==> config.mk <==
export PLATFORM = sky130hd
export DESIGN_NAME = pfd_tdc
export DESIGN_NICKNAME = d
export VERILOG_FILES = /design/src/rtl/pfd_tdc_pkg.sv /design/src/rtl/pfd_sync_edge.sv /design/src/rtl/pfd_tdc.sv
export SDC_FILE = /design/constraint.sdc
export NUM_CORES = 1
export LEC_CHECK = 0
export CAP_MARGIN = 5
export CELL_PAD_IN_SITES_DETAIL_PLACEMENT = 0
export CELL_PAD_IN_SITES_GLOBAL_PLACEMENT = 1
export CORE_ASPECT_RATIO = 2
export CORE_UTILIZATION = 38
export DETAILED_ROUTE_END_ITERATION = 12
export HOLD_SLACK_MARGIN = 0.15
export PLACE_DENSITY_LB_ADDON = 0.1
export SLEW_MARGIN = 20
export SYNTH_ARGS = -nofsm -noshare
export SYNTH_HDL_FRONTEND = slang
export SYNTH_SLANG_ARGS = --single-unit
==> constraint.sdc <==
create_clock -name clk -period 1.5 [get_ports clk]
set_input_delay 0.45 -clock clk [delete_from_list [all_inputs] [get_ports clk]]
set_output_delay 0.45 -clock clk [all_outputs]
set_load 0.005 [all_outputs]
==> src/rtl/pfd_tdc_pkg.sv <==
// pfd_tdc_pkg: shared types and constants for the phase/frequency detector TDC.
//   state_t : measurement FSM states (IDLE, COUNT, SAT)
//   MAG_MAX : saturated magnitude for the default 8-bit magnitude width
package pfd_tdc_pkg;

  typedef enum logic [1:0] {
    IDLE  = 2'd0,
    COUNT = 2'd1,
    SAT   = 2'd2
  } state_t;

  localparam int unsigned DEF_WIDTH = 8;
  localparam int unsigned MAG_MAX   = (1 << DEF_WIDTH) - 1;

endpackage

==> src/rtl/pfd_sync_edge.sv <==
// pfd_sync_edge: multi-flop synchronizer followed by a registered rising-edge
// detector for one asynchronous clock-like input.
//   clk   : sampling clock
//   rstn  : synchronous active-low reset
//   sig   : asynchronous input
//   rise  : one-cycle pulse per rising edge of sig (registered)
// SYNC_STAGES must be at least 2.
module pfd_sync_edge
  import pfd_tdc_pkg::*;
#(
  parameter int unsigned SYNC_STAGES = 2
) (
  input  logic clk,
  input  logic rstn,
  input  logic sig,
  output logic rise
);

  logic [SYNC_STAGES-1:0] sync;
  logic                   prev;
  // fill marks when prev holds a genuine post-reset sample, so an input that
  // was already high through reset is not reported as an edge.
  logic [SYNC_STAGES:0]   fill;

  always_ff @(posedge clk) begin
    if (!rstn) begin
      sync <= '0;
      prev <= 1'b0;
      fill <= '0;
      rise <= 1'b0;
    end else begin
      sync <= {sync[SYNC_STAGES-2:0], sig};
      prev <= sync[SYNC_STAGES-1];
      fill <= {fill[SYNC_STAGES-1:0], 1'b1};
      rise <= sync[SYNC_STAGES-1] & ~prev & fill[SYNC_STAGES];
    end
  end

endmodule

==> src/rtl/pfd_tdc.sv <==
// pfd_tdc: phase/frequency detector with time-to-digital converter.
// Measures the clk-period distance between rising edges of ref_in and fb_in.
//   clk        : sampling clock (much faster than reference)
//   rstn       : synchronous active-low reset
//   ref_in     : asynchronous reference clock
//   fb_in      : asynchronous divided DCO feedback clock
//   master_out : unsigned phase-error magnitude, saturates at 2^WIDTH-1
//   lead       : 1 = feedback edge first, 0 = reference edge first
//   valid      : one-cycle pulse when master_out/lead update
//   lock       : lock indicator (only when PFD_LOCK_DET_EN is defined)
// Optional feature macro: PFD_LOCK_DET_EN
module pfd_tdc
  import pfd_tdc_pkg::*;
#(
  parameter int unsigned WIDTH       = 8,
  parameter int unsigned SYNC_STAGES = 2,
  parameter int unsigned LOCK_THRESH = 4,
  parameter int unsigned LOCK_COUNT  = 16
) (
  input  logic             clk,
  input  logic             rstn,
  input  logic             ref_in,
  input  logic             fb_in,
  output logic [WIDTH-1:0] master_out,
  output logic             lead,
  output logic             valid
`ifdef PFD_LOCK_DET_EN
 ,output logic             lock
`endif
);

  localparam logic [WIDTH-1:0] MAG_TOP = '1;
  localparam logic [WIDTH-1:0] CNT_ONE = WIDTH'(1);

  logic ref_rise;
  logic fb_rise;

  pfd_sync_edge #(.SYNC_STAGES(SYNC_STAGES)) u_ref_edge (
    .clk  (clk),
    .rstn (rstn),
    .sig  (ref_in),
    .rise (ref_rise)
  );

  pfd_sync_edge #(.SYNC_STAGES(SYNC_STAGES)) u_fb_edge (
    .clk  (clk),
    .rstn (rstn),
    .sig  (fb_in),
    .rise (fb_rise)
  );

  state_t           state, state_nxt;
  logic [WIDTH-1:0] cnt, cnt_nxt;
  logic             first_is_fb, first_is_fb_nxt;
  logic [WIDTH-1:0] mag_nxt;
  logic             lead_nxt;
  logic             valid_nxt;

  // Leading/lagging edges are relative to whichever input started the measurement.
  logic lead_rise;
  logic lag_rise;
  assign lead_rise = first_is_fb ? fb_rise  : ref_rise;
  assign lag_rise  = first_is_fb ? ref_rise : fb_rise;

  always_ff @(posedge clk) begin
    if (!rstn) begin
      state       <= IDLE;
      cnt         <= '0;
      first_is_fb <= 1'b0;
      master_out  <= '0;
      lead        <= 1'b0;
      valid       <= 1'b0;
    end else begin
      state       <= state_nxt;
      cnt         <= cnt_nxt;
      first_is_fb <= first_is_fb_nxt;
      master_out  <= mag_nxt;
      lead        <= lead_nxt;
      valid       <= valid_nxt;
    end
  end

  always_comb begin
    state_nxt       = state;
    cnt_nxt         = cnt;
    first_is_fb_nxt = first_is_fb;
    mag_nxt         = master_out;
    lead_nxt        = lead;
    valid_nxt       = 1'b0;
    unique case (state)
      IDLE: begin
        if (ref_rise && fb_rise) begin
          mag_nxt   = '0;
          lead_nxt  = 1'b1;
          valid_nxt = 1'b1;
        end else if (ref_rise || fb_rise) begin
          first_is_fb_nxt = fb_rise;
          cnt_nxt         = CNT_ONE;
          state_nxt       = COUNT;
        end
      end
      COUNT: begin
        if (lag_rise) begin
          mag_nxt   = cnt;
          lead_nxt  = first_is_fb;
          valid_nxt = 1'b1;
          state_nxt = IDLE;
        end else if (lead_rise) begin
          // Cycle slip: report full scale and start a fresh measurement.
          mag_nxt   = MAG_TOP;
          lead_nxt  = first_is_fb;
          valid_nxt = 1'b1;
          cnt_nxt   = CNT_ONE;
        end else if (cnt == MAG_TOP - CNT_ONE) begin
          cnt_nxt   = MAG_TOP;
          mag_nxt   = MAG_TOP;
          lead_nxt  = first_is_fb;
          valid_nxt = 1'b1;
          state_nxt = SAT;
        end else begin
          cnt_nxt = cnt + CNT_ONE;
        end
      end
      SAT: begin
        if (lag_rise) begin
          state_nxt = IDLE;
        end else if (lead_rise) begin
          cnt_nxt   = CNT_ONE;
          state_nxt = COUNT;
        end
      end
      default: state_nxt = IDLE;
    endcase
  end

`ifdef PFD_LOCK_DET_EN
  localparam int unsigned    LCW     = $clog2(LOCK_COUNT + 1);
  localparam logic [LCW-1:0] LCK_MAX = LCW'(LOCK_COUNT);
  localparam logic [WIDTH-1:0] THRESH = WIDTH'(LOCK_THRESH);

  logic [LCW-1:0] lock_cnt, lock_cnt_nxt;

  // Evaluated on the same cycle as the result so lock moves together with valid.
  always_comb begin
    lock_cnt_nxt = lock_cnt;
    if (valid_nxt) begin
      if (mag_nxt > THRESH)
        lock_cnt_nxt = '0;
      else if (lock_cnt != LCK_MAX)
        lock_cnt_nxt = lock_cnt + LCW'(1);
    end
  end

  always_ff @(posedge clk) begin
    if (!rstn) begin
      lock_cnt <= '0;
      lock     <= 1'b0;
    end else begin
      lock_cnt <= lock_cnt_nxt;
      lock     <= (lock_cnt_nxt == LCK_MAX);
    end
  end
`endif

endmodule
==> out/qor.yml, run 1 <==
crit_required_ns: 1.67
clock-root-buffer: "clkbuf_8"
p_leak_nw: 0.911
finalNonFillerCells: 255
portBuffers: 13
drv_slew: 0
die_y_um: 89.7
numCtsBuffers: 5
rsz0062_at_grt: "true"
gp_congestion: 0.779
drc_errors: 0
track_usage_pct: 19.1
grt_pass1_wl_mm: 5.64
period_needed_ns: 1.48
synth_warnings: 0
switching_power_w: 0.000384
path_clk_slew_ns: 0.07
ir_drop_uv: 626
ios: 14
fp.coreArea_um2: 3650
nFillCells: 352
power_per_cell_area_nw_per_um2: 845
dp_hpwl_mm: 2.53
start_util_pct: 40.0
fmax_mhz: 677
syn_to_final_growth_pct: 43.9
grt_overflow: 0
dieArea_um2: 4110
drv_cap: 0
fp.dieW_um: 45.8
startpoint_type: "flop"
grt_max_degree: 26
hold_path_class: "reg2reg"
syn_area_um2: 1460
ys_ff_latch: 32
crit_fanout: 4
netlist_instances: 157
layout_commonest_cell: "buf_4"
postLayoutCoreUtil_pct: 57.6
cts_num_sinks: 32
syn_nets: 166
finalCritPeriodShare_pct: 98.5
p_total_w: 0.00177
finClkSkew_ns: 0.00501
vias_per_cell: 5.10
worst_pin_slew_ns: 0.347
nets: 214
drt-pass1-iter-count: 4
outcome: "completed"
p_int_w: 0.00139
clk_latency_ns: 0.29
drt_iter0_drc: 29
arrival_ns: 1.65
cts_tree: "built"
pwr-share-seq_pct: 48.7
drive_gt1_share_pct: 37.4
antennaDiodeCount: 0
synth_seq_area_share_pct: 43.9
vias: 1300
cts_buffer_depth: 2
antenna_found_initial: 0
avgSynthCellArea_um2: 9.30
synth_cell_types: 41
setup_viol: 0
p_comb_share_pct: 4.3
wl_per_cell_um: 13.9
end_kind: "flop"
finalHoldViolCount: 0
dp.cells: 240
core.rowCount: 31
h-tree-depth: 2
maxSlewHeadroom_pct: 76.7
postRouteAntennaNets: 0
switching_share_pct: 21.7
p_clk_share_pct: 47.0
routed_wl_mm: 3.55
layout_common_cells: "buf_4 (34), dfxtp_1 (22), nand2_1 (15)"
first_global_vias: 1299
worst-setup-path-type: "reg2reg"
## through the flow
stage	hold WS (ns)	area [um2]	worst slack, ns	TNS (ns)
2_1_floorplan	0.412	1490	0.00178	0
3_3_place_gp	0.415	1850	-0.142	-1.86
3_5_place_dp	0.425	1850	-0.204	-3.34
4_1_cts	0.438	2010	-0.00678	-0.0119
5_1_grt	0.459	2100	-0.0196	-0.0719
6_report	0.441	2100	0.0226	0
## flip-flops by register name, summed over array words and instances (netlist names)
signal / cells
master_out: 8
u_ref_edge.prev: 1
lead: 1
u_fb_edge.prev: 1
valid: 1
u_fb_edge.sync: 2
cnt: 8
state: 2
u_fb_edge.rise: 1
first_is_fb: 1
u_ref_edge.sync: 2
u_ref_edge.fill: 2
u_fb_edge.fill: 1
u_ref_edge.rise: 1
## worst max-delay path, stage by stage, from the launching register on
cell	delay, ns
dfxtp_4	0.39
inv_4	0.05
ha_4	0.16
nor4_4	0.23
a21oi_2	0.08
and3_4	0.16
a221o_1	0.30
## cell families after synthesis
logic type               after synthesis  synth area share, %
AND/OR/NAND/NOR                       62                 23.7
AO/OA/AOI/OAI                         32                 16.1
buffers and inverters                 16                 5.14
flip-flops                            32                 43.9
multiplexers                          10                 6.94
adder cells (fa/ha/maj)                5                 4.28
## metal layers
metal / vias to the layer above / track usage [%] / routed length, um
met5: - / 0 / 0
li1: 654 / - / -
met3: 6 / 3.00 / 63
met4: 0 / 9.89 / 74
met2: 15 / 34.4 / 1950
met1: 625 / 20.4 / 1460
## worst paths after layout
| path | slack [ns] | depth (start not counted) | start | to |
|---|---|---|---|---|
| setup / recovery | 0.02 | 6 | u_fb_edge.rise | cnt[5] |
| setup reg to reg | 0.02 | 6 | u_fb_edge.rise | cnt[5] |
| hold / removal | 0.44 | 1 | u_ref_edge.fill[1] | u_fb_edge.fill[2] |
| hold reg to reg | 0.44 | 1 | u_ref_edge.fill[1] | u_fb_edge.fill[2] |
## cells in the mapped netlist, drive strengths merged
library cell	instances	share of area (%)
and3b	2	1.2
nand2	16	4.1
buf	6	2.6
a21o	1	0.51
o2bb2ai	1	0.60
a31o	1	0.60
clkbuf	2	0.51
mux2	1	0.77
nor4	1	0.86
o311ai	1	0.60
inv	8	2.1
a31oi	3	1.3
a41oi	1	0.60
nand3	11	4.1
a211oi	2	1.0
nor2b	1	0.43
or2	1	0.43
a21oi	4	1.4
nor3	2	0.69
a221o	1	0.69
o21ai	5	1.7
a22oi	1	0.51
dfxtp	32	44
nand4	3	1.3
nor4b	1	1.0
o2bb2a	1	1.4
mux2i	9	6.2
o211ai	8	4.1
and2b	1	0.51
nand2b	2	0.86
o21a	1	0.51
and3	4	2.1
ha	5	4.3
o41ai	1	0.60
nor2	8	2.2
and2	9	3.9
## repair_timing
action	in CTS	in global routing
hold buffers	0	0
resized for setup	18	22
pin swaps	5	12
buffers inserted	4	3
setup endpoints to repair	17	16
## layout make-up
type | instances | area, um2 | share of cell area, %
Tap cell | 49 | 61.3 | 2.92
Sequential cell | 32 | 656 | 31.2
Multi-Input combinational cell | 109 | 845 | 40.2
Clock buffer | 5 | 68.8 | 3.28
Inverter | 8 | 32.5 | 1.55
Timing Repair Buffer | 49 | 395 | 18.8
Clock inverter | 3 | 42.5 | 2.03
## power by group through the flow
stage / registers (W) / logic [W] / clock network [W]
after floorplan: 0.000883 / 0.0000396 / 0
after global placement: 0.000884 / 0.0000693 / 0
after detailed placement: 0.000884 / 0.0000712 / 0
after CTS: 0.000865 / 0.0000723 / 0.000832
after global routing: 0.000866 / 0.0000830 / 0.000867
final: 0.000865 / 0.0000756 / 0.000834
(Power assumes the default switching activity.)
==> run 2, diff against run 1 <==
--- a/config.mk
+++ b/config.mk
@@ -12,7 +12,7 @@
 export CORE_UTILIZATION = 38
 export DETAILED_ROUTE_END_ITERATION = 12
 export HOLD_SLACK_MARGIN = 0.15
-export PLACE_DENSITY_LB_ADDON = 0.1
+export PLACE_DENSITY = 0.73
 export SLEW_MARGIN = 20
 export SYNTH_ARGS = -nofsm -noshare
 export SYNTH_HDL_FRONTEND = slang
==> out/qor.yml, run 2 (synthesis results as in run 1) <==
outcome: "finished with violations"
violations: "negative setup slack"
grt_use_met2_pct: 34.2  # -0.26 points
hold_path_class: "reg2reg"
die_y_um: 89.7  # unchanged
p_int_w: 0.00139  # +0.28%
ios: 14  # unchanged
nets: 207  # -3.3%
clk_latency_ns: 0.28  # about the same
grt_pass1_wl_mm: 5.60  # -0.87%
drive_gt1_share_pct: 35.2  # -2.2 points
startpoint_type: "flop"
nFillCells: 351  # -0.28%
gp_congestion: 0.860  # +10%
first_global_vias: 1321  # +1.7%
setup_slack_ns: -0.0608  # -0.0833 ns
finClkSkew_ns: 0.00931  # +0.00429 ns
p_comb_share_pct: 4.5  # +0.2 points
path_clk_slew_ns: 0.07  # about the same
routed_wl_mm: 3.30  # -7.1%
maxSlewHeadroom_pct: 81.0  # +4.3 points
vias_per_cell: 5.27  # +3.4%
cts_hold_buf: 0  # unchanged
postRouteAntennaNets: 0  # unchanged
crit_required_ns: 1.67  # about the same
drv_slew: 0  # unchanged
worst_pin_slew_ns: 0.282  # -0.0655 ns
core.rowCount: 31  # unchanged
met1_usage_pct: 18.4  # -2.0 points
switching_share_pct: 20.0  # -1.7 points
ir_drop_uv: 832  # +33%
arrival_ns: 1.73  # +0.08 ns
seq_area_um2: 653  # -0.38%
crit_family: "simple AND/OR/NAND/NOR gates"
fmax_mhz: 641  # -5.3%
finalNonFillerCells: 248  # -2.7%
crit_fanout: 5  # +1
power_per_cell_area_nw_per_um2: 840  # -0.54%
antennaDiodeCount: 0  # unchanged
fin_setup_tns_ns: -0.0608  # -0.0608 ns
crit_slowest_cell: "dfxtp_4"
syn_to_final_growth_pct: 42.0
path_cells: "inv_4 -> ha_4 -> nor4_4 -> a21oi_2 -> and3_4 -> a221o_1"
drv_cap: 0  # unchanged
cts_num_sinks: 32  # unchanged
fp.dieW_um: 45.8  # unchanged
portBuffers: 13  # unchanged
drt-pass1-iter-count: 4  # unchanged
path_buf_inv: 1  # unchanged
grt_max_degree: 18  # -31%
worst-setup-path-type: "reg2reg"
cts_buffer_depth: 2  # unchanged
top_regs: "cnt (8), master_out (8)"
end_kind: "flop"
antenna_found_initial: 0  # unchanged
vias: 1307  # +0.54%
p_leak_nw: 0.887  # -2.7%
h-tree-depth: 2  # unchanged
period_needed_ns: 1.56  # +0.0833 ns
dp_hpwl_mm: 2.52  # -0.17%
start_util_pct: 40.0  # unchanged
fp.coreArea_um2: 3650  # unchanged
finalCritPeriodShare_pct: 104  # +5.6 points
grtUsageMet3_pct: 3.80  # +0.80 points
layout_common_cells: "buf_4 (26), dfxtp_1 (24), nand2_1 (15)"
track_usage_pct: 18.7  # -0.40 points
numCtsBuffers: 5  # unchanged
grt_overflow: 0  # unchanged
layout_commonest_cell: "buf_4"
finalHoldViolCount: 0  # unchanged
dp.cells: 238  # -0.83%
critPathMaxStageDelay_ns: 0.40  # about the same
drc_errors: 0  # unchanged
switching_power_w: 0.000348  # -9.5%
setup_viol: 1  # +1
cts_tree: "built"
grt_most_used_layer: "met2"
clock-root-buffer: "clkbuf_8"
drt_iter0_drc: 41  # +41%
pwr-share-seq_pct: 49.7  # +1.0 points
p_clk_share_pct: 45.8  # -1.2 points
dieArea_um2: 4110  # unchanged
wl_per_cell_um: 13.3  # -4.5%
multi_input_area_um2: 863  # +2.2%
rsz0062_at_grt: "true"
run 2: changes by cell type in the layout (fill, tap and decap cells not counted), sizes merged:
cell	before	now
buf	36	29
clkbuf	5	6
clkinvlp	1	0
run 2: per-stage QoR:
step | total power [W] | worst slack (ns) | hold WS (ns) | cell area, um2 | utilization [%]
2_1_floorplan | 0.000923 | 0.00178 | 0.412 | 1490 | -
3_3_place_gp | 0.000955 | -0.178 | 0.416 | 1850 | 50.8
3_5_place_dp | 0.000957 | -0.207 | 0.422 | 1850 | 50.8
4_1_cts | 0.00176 | -0.0420 | 0.438 | 1990 | 54.5
5_1_grt | 0.00181 | -0.0999 | 0.450 | 2070 | 56.9
6_report | 0.00174 | -0.0608 | 0.435 | 2070 | 56.9
run 2: final timing paths:
kind	from	endpoint	slack, ns	depth (start not counted)
hold / removal	u_fb_edge.sync[0]	u_fb_edge.sync[1]	0.43	1
hold reg to reg	u_fb_edge.sync[0]	u_fb_edge.sync[1]	0.43	1
setup / recovery	u_fb_edge.rise	cnt[5]	-0.06	6
setup reg to reg	u_fb_edge.rise	cnt[5]	-0.06	6
run 2: power groups by stage:
stage	clock network, W	registers, W	logic [W]
3_3_place_gp	0	0.000884	0.0000710
4_1_cts	0.000819	0.000865	0.0000737
2_1_floorplan	0	0.000883	0.0000396
3_5_place_dp	0	0.000884	0.0000727
5_1_grt	0.000855	0.000866	0.0000858
6_report	0.000798	0.000865	0.0000786
run 2: final cells by class:
| type | count | share of cell area [%] |
|---|---|---|
| clock inverter | 2 | 1.69 |
| timing repair buffer | 42 | 17.1 |
| tap | 49 | 2.96 |
| sequential | 32 | 31.5 |
| clock buffer | 6 | 3.50 |
| inverter | 8 | 1.57 |
| multi-input combinational | 109 | 41.6 |
run 2: routing by layer:
| layer | wire length [um] | vias to the layer above |
|---|---|---|
| met5 | 0 | - |
| met4 | 106 | 0 |
| met3 | 82 | 12 |
| met2 | 1830 | 29 |
| met1 | 1280 | 623 |
| li1 | - | 643 |
run 2: worst reg2reg max path, cell delays in order (launching register included):
cell     delay (ns)
dfxtp_4        0.40
inv_4          0.05
ha_4           0.16
nor4_4         0.27
a21oi_2        0.08
and3_4         0.16
a221o_1        0.34
run 2: what timing repair did:
action	CTS	global route
pin swaps	4	6
gates resized for setup	24	15
buffers inserted	0	2
cloned	0	0
endpoints found under the hold margin	0	0
endpoints found under the setup margin	28	12
==> run 3, diff against run 2 <==
--- a/config.mk
+++ b/config.mk
@@ -9,6 +9,7 @@
 export CELL_PAD_IN_SITES_DETAIL_PLACEMENT = 0
 export CELL_PAD_IN_SITES_GLOBAL_PLACEMENT = 1
 export CORE_ASPECT_RATIO = 2
+export CORE_MARGIN = 3
 export CORE_UTILIZATION = 38
 export DETAILED_ROUTE_END_ITERATION = 12
 export HOLD_SLACK_MARGIN = 0.15
==> out/qor.yml, run 3 (synthesis results as in run 1) <==
outcome: "completed"
p_total_w: 0.00183  # +5.3%
cp-startpoint: "u_fb_edge.rise"
finalHoldViolCount: 0  # unchanged
gp_congestion: 0.879  # +2.2%
crit_required_ns: 1.67  # about the same
fp.coreArea_um2: 3650  # unchanged
crit_family: "flip-flops"
grt_pass1_wl_mm: 5.56  # -0.61%
drv_cap: 0  # unchanged
arrival_ns: 1.63  # -0.10 ns
critPathMaxStageDelay_ns: 0.40  # about the same
finClkSkew_ns: 0.00419  # -0.00511 ns
path_cells: "inv_4 -> ha_4 -> nor4_4 -> a21oi_2 -> and3_4 -> a221o_1"
drt-pass1-iter-count: 4  # unchanged
reg2reg_slack_ns: 0.04  # +0.10 ns
r2r-start: "u_fb_edge.rise"
antenna_found_initial: 0  # unchanged
drc_errors: 0  # unchanged
post_cts_buffers: 0  # unchanged
fp.dieW_um: 49.8  # +8.7%
antennaDiodeCount: 0  # unchanged
path_buf_inv: 1  # unchanged
vias: 1255  # -4.0%
power_per_cell_area_nw_per_um2: 896  # +6.7%
crit_slowest_cell: "dfxtp_4"
start_util_pct: 40.0  # unchanged
end_kind: "flop"
worst_pin_slew_ns: 0.298  # +0.0160 ns
portBuffers: 13  # unchanged
drive_gt1_share_pct: 32.3  # -2.9 points
startpoint_type: "flop"
path_depth: 6  # unchanged
crit_fanout: 6  # +1
hold_path_class: "reg2reg"
track_usage_pct: 15.8  # -2.9 points
rsz0062_at_grt: "true"
cts_buffer_depth: 2  # unchanged
routed_wl_mm: 3.22  # -2.3%
vias_per_cell: 5.08  # -3.6%
top_regs: "cnt (8), master_out (8)"
core.rowCount: 31  # unchanged
layout_common_cells: "buf_4 (27), dfxtp_1 (26), nand2_1 (15)"
ios: 14  # unchanged
final_cell_area_um2: 2050  # -1.3%
setup_viol: 0  # -1
period_needed_ns: 1.46  # -0.104 ns
wl_per_cell_um: 13.1  # -1.9%
ir_drop_uv: 698  # -16%
clk_latency_ns: 0.28  # about the same
clock-root-buffer: "clkbuf_8"
die_y_um: 93.7  # +4.5%
path_clk_slew_ns: 0.07  # about the same
maxSlewHeadroom_pct: 79.9  # -1.1 points
syn_to_final_growth_pct: 40.2
finalCritPeriodShare_pct: 97.1  # -6.9 points
cts_tree: "built"
first_global_vias: 1320  # -0.076%
grt_max_degree: 17  # -1
worst-setup-path-type: "reg2reg"
cts_num_sinks: 32  # unchanged
nFillCells: 354  # +0.85%
placed_area_um2: 1860  # +0.41%
r2r-end: "cnt[5]"
grt_overflow: 0  # unchanged
p_leak_nw: 0.892  # +0.56%
postRouteAntennaNets: 0  # unchanged
drt_iter0_drc: 19  # -54%
r2r_cells: 6  # unchanged
fmax_mhz: 686  # +7.1%
nets: 206  # -0.48%
numCtsBuffers: 5  # unchanged
drv_slew: 0  # unchanged
h-tree-depth: 2  # unchanged
layout_commonest_cell: "buf_4"
crit_end: "cnt[5]"
dieArea_um2: 4670  # +14%
dp_hpwl_mm: 2.55  # +0.97%
run 3: cell types whose count changed in the layout (fill, tap and decap cells not counted), moves of 2 or more:
| cell | change |
|---|---|
| dfxtp_2 | -3 |
| buf_6 | -2 |
| clkbuf_8 | +2 |
| dfxtp_1 | +2 |
run 3: what timing repair did:
item                                    4_1_cts  5_1_grt
hold buffers                                  0        0
gates cloned                                  0        0
gates resized for setup                      21        9
pin swaps                                     3        3
endpoints found under the setup margin       24       12
run 3: metrics by stage:
step                      std cells  TNS (ns)  util, %  hold WS, ns  setup slack [ns]
after global placement          239    -0.726     51.0        0.420            -0.161
after global routing            247    -0.115     56.1        0.451           -0.0393
final                           247         0     56.1        0.433            0.0428
after CTS                       247   -0.0436     55.0        0.438           -0.0404
after floorplan                 157         0        -        0.412           0.00178
after detailed placement        239     -1.42     51.0        0.423            -0.192
run 3: where the power goes:
group | leakage, nW | internal (W) | switching, W | total [W]
logic | 0.564 | 0.0000366 | 0.0000367 | 0.0000733
registers | 0.263 | 0.000859 | 0.00000410 | 0.000863
clock network | 0.0645 | 0.000586 | 0.000312 | 0.000898
run 3: worst min-delay path by stage:
| stage | endpoint | cells past startpoint | start |
|---|---|---|---|
| 4_1_cts | u_ref_edge.fill[1] | 1 | u_ref_edge.fill[0] |
| 3_5_place_dp | u_ref_edge.fill[1] | 1 | u_ref_edge.fill[0] |
| 2_1_floorplan | u_fb_edge.fill[2] | 1 | u_ref_edge.fill[1] |
| 3_3_place_gp | u_fb_edge.fill[2] | 1 | u_ref_edge.fill[1] |
| 5_1_grt | u_ref_edge.sync[1] | 1 | u_ref_edge.sync[0] |
| 6_report | u_ref_edge.sync[1] | 1 | u_ref_edge.sync[0] |
run 3: metal layers:
| layer | GRT usage, % | share of wire (%) | wire length (um) |
|---|---|---|---|
| met4 | 11.8 | 4.5 | 146 |
| met2 | 28.8 | 55 | 1760 |
| met3 | 3.34 | 2.8 | 89 |
| met1 | 14.9 | 38 | 1220 |
| met5 | 0 | 0 | 0 |
run 3: final cells by class:
type | count | area (um2) | share of cell area [%]
tap | 49 | 61.3 | 3.00
clock inverter | 1 | 30.0 | 1.47
multi-input combinational | 109 | 833 | 40.7
sequential | 32 | 653 | 31.9
inverter | 8 | 32.5 | 1.59
timing repair buffer | 41 | 340 | 16.6
clock buffer | 7 | 96.3 | 4.71
run 3: worst register-to-register path: stages, from the launching register on:
cell and delay, ns:
dfxtp_4 0.40, inv_4 0.05, ha_4 0.16, nor4_4 0.22, a21oi_2 0.07, and3_4 0.16
a221o_1 0.30
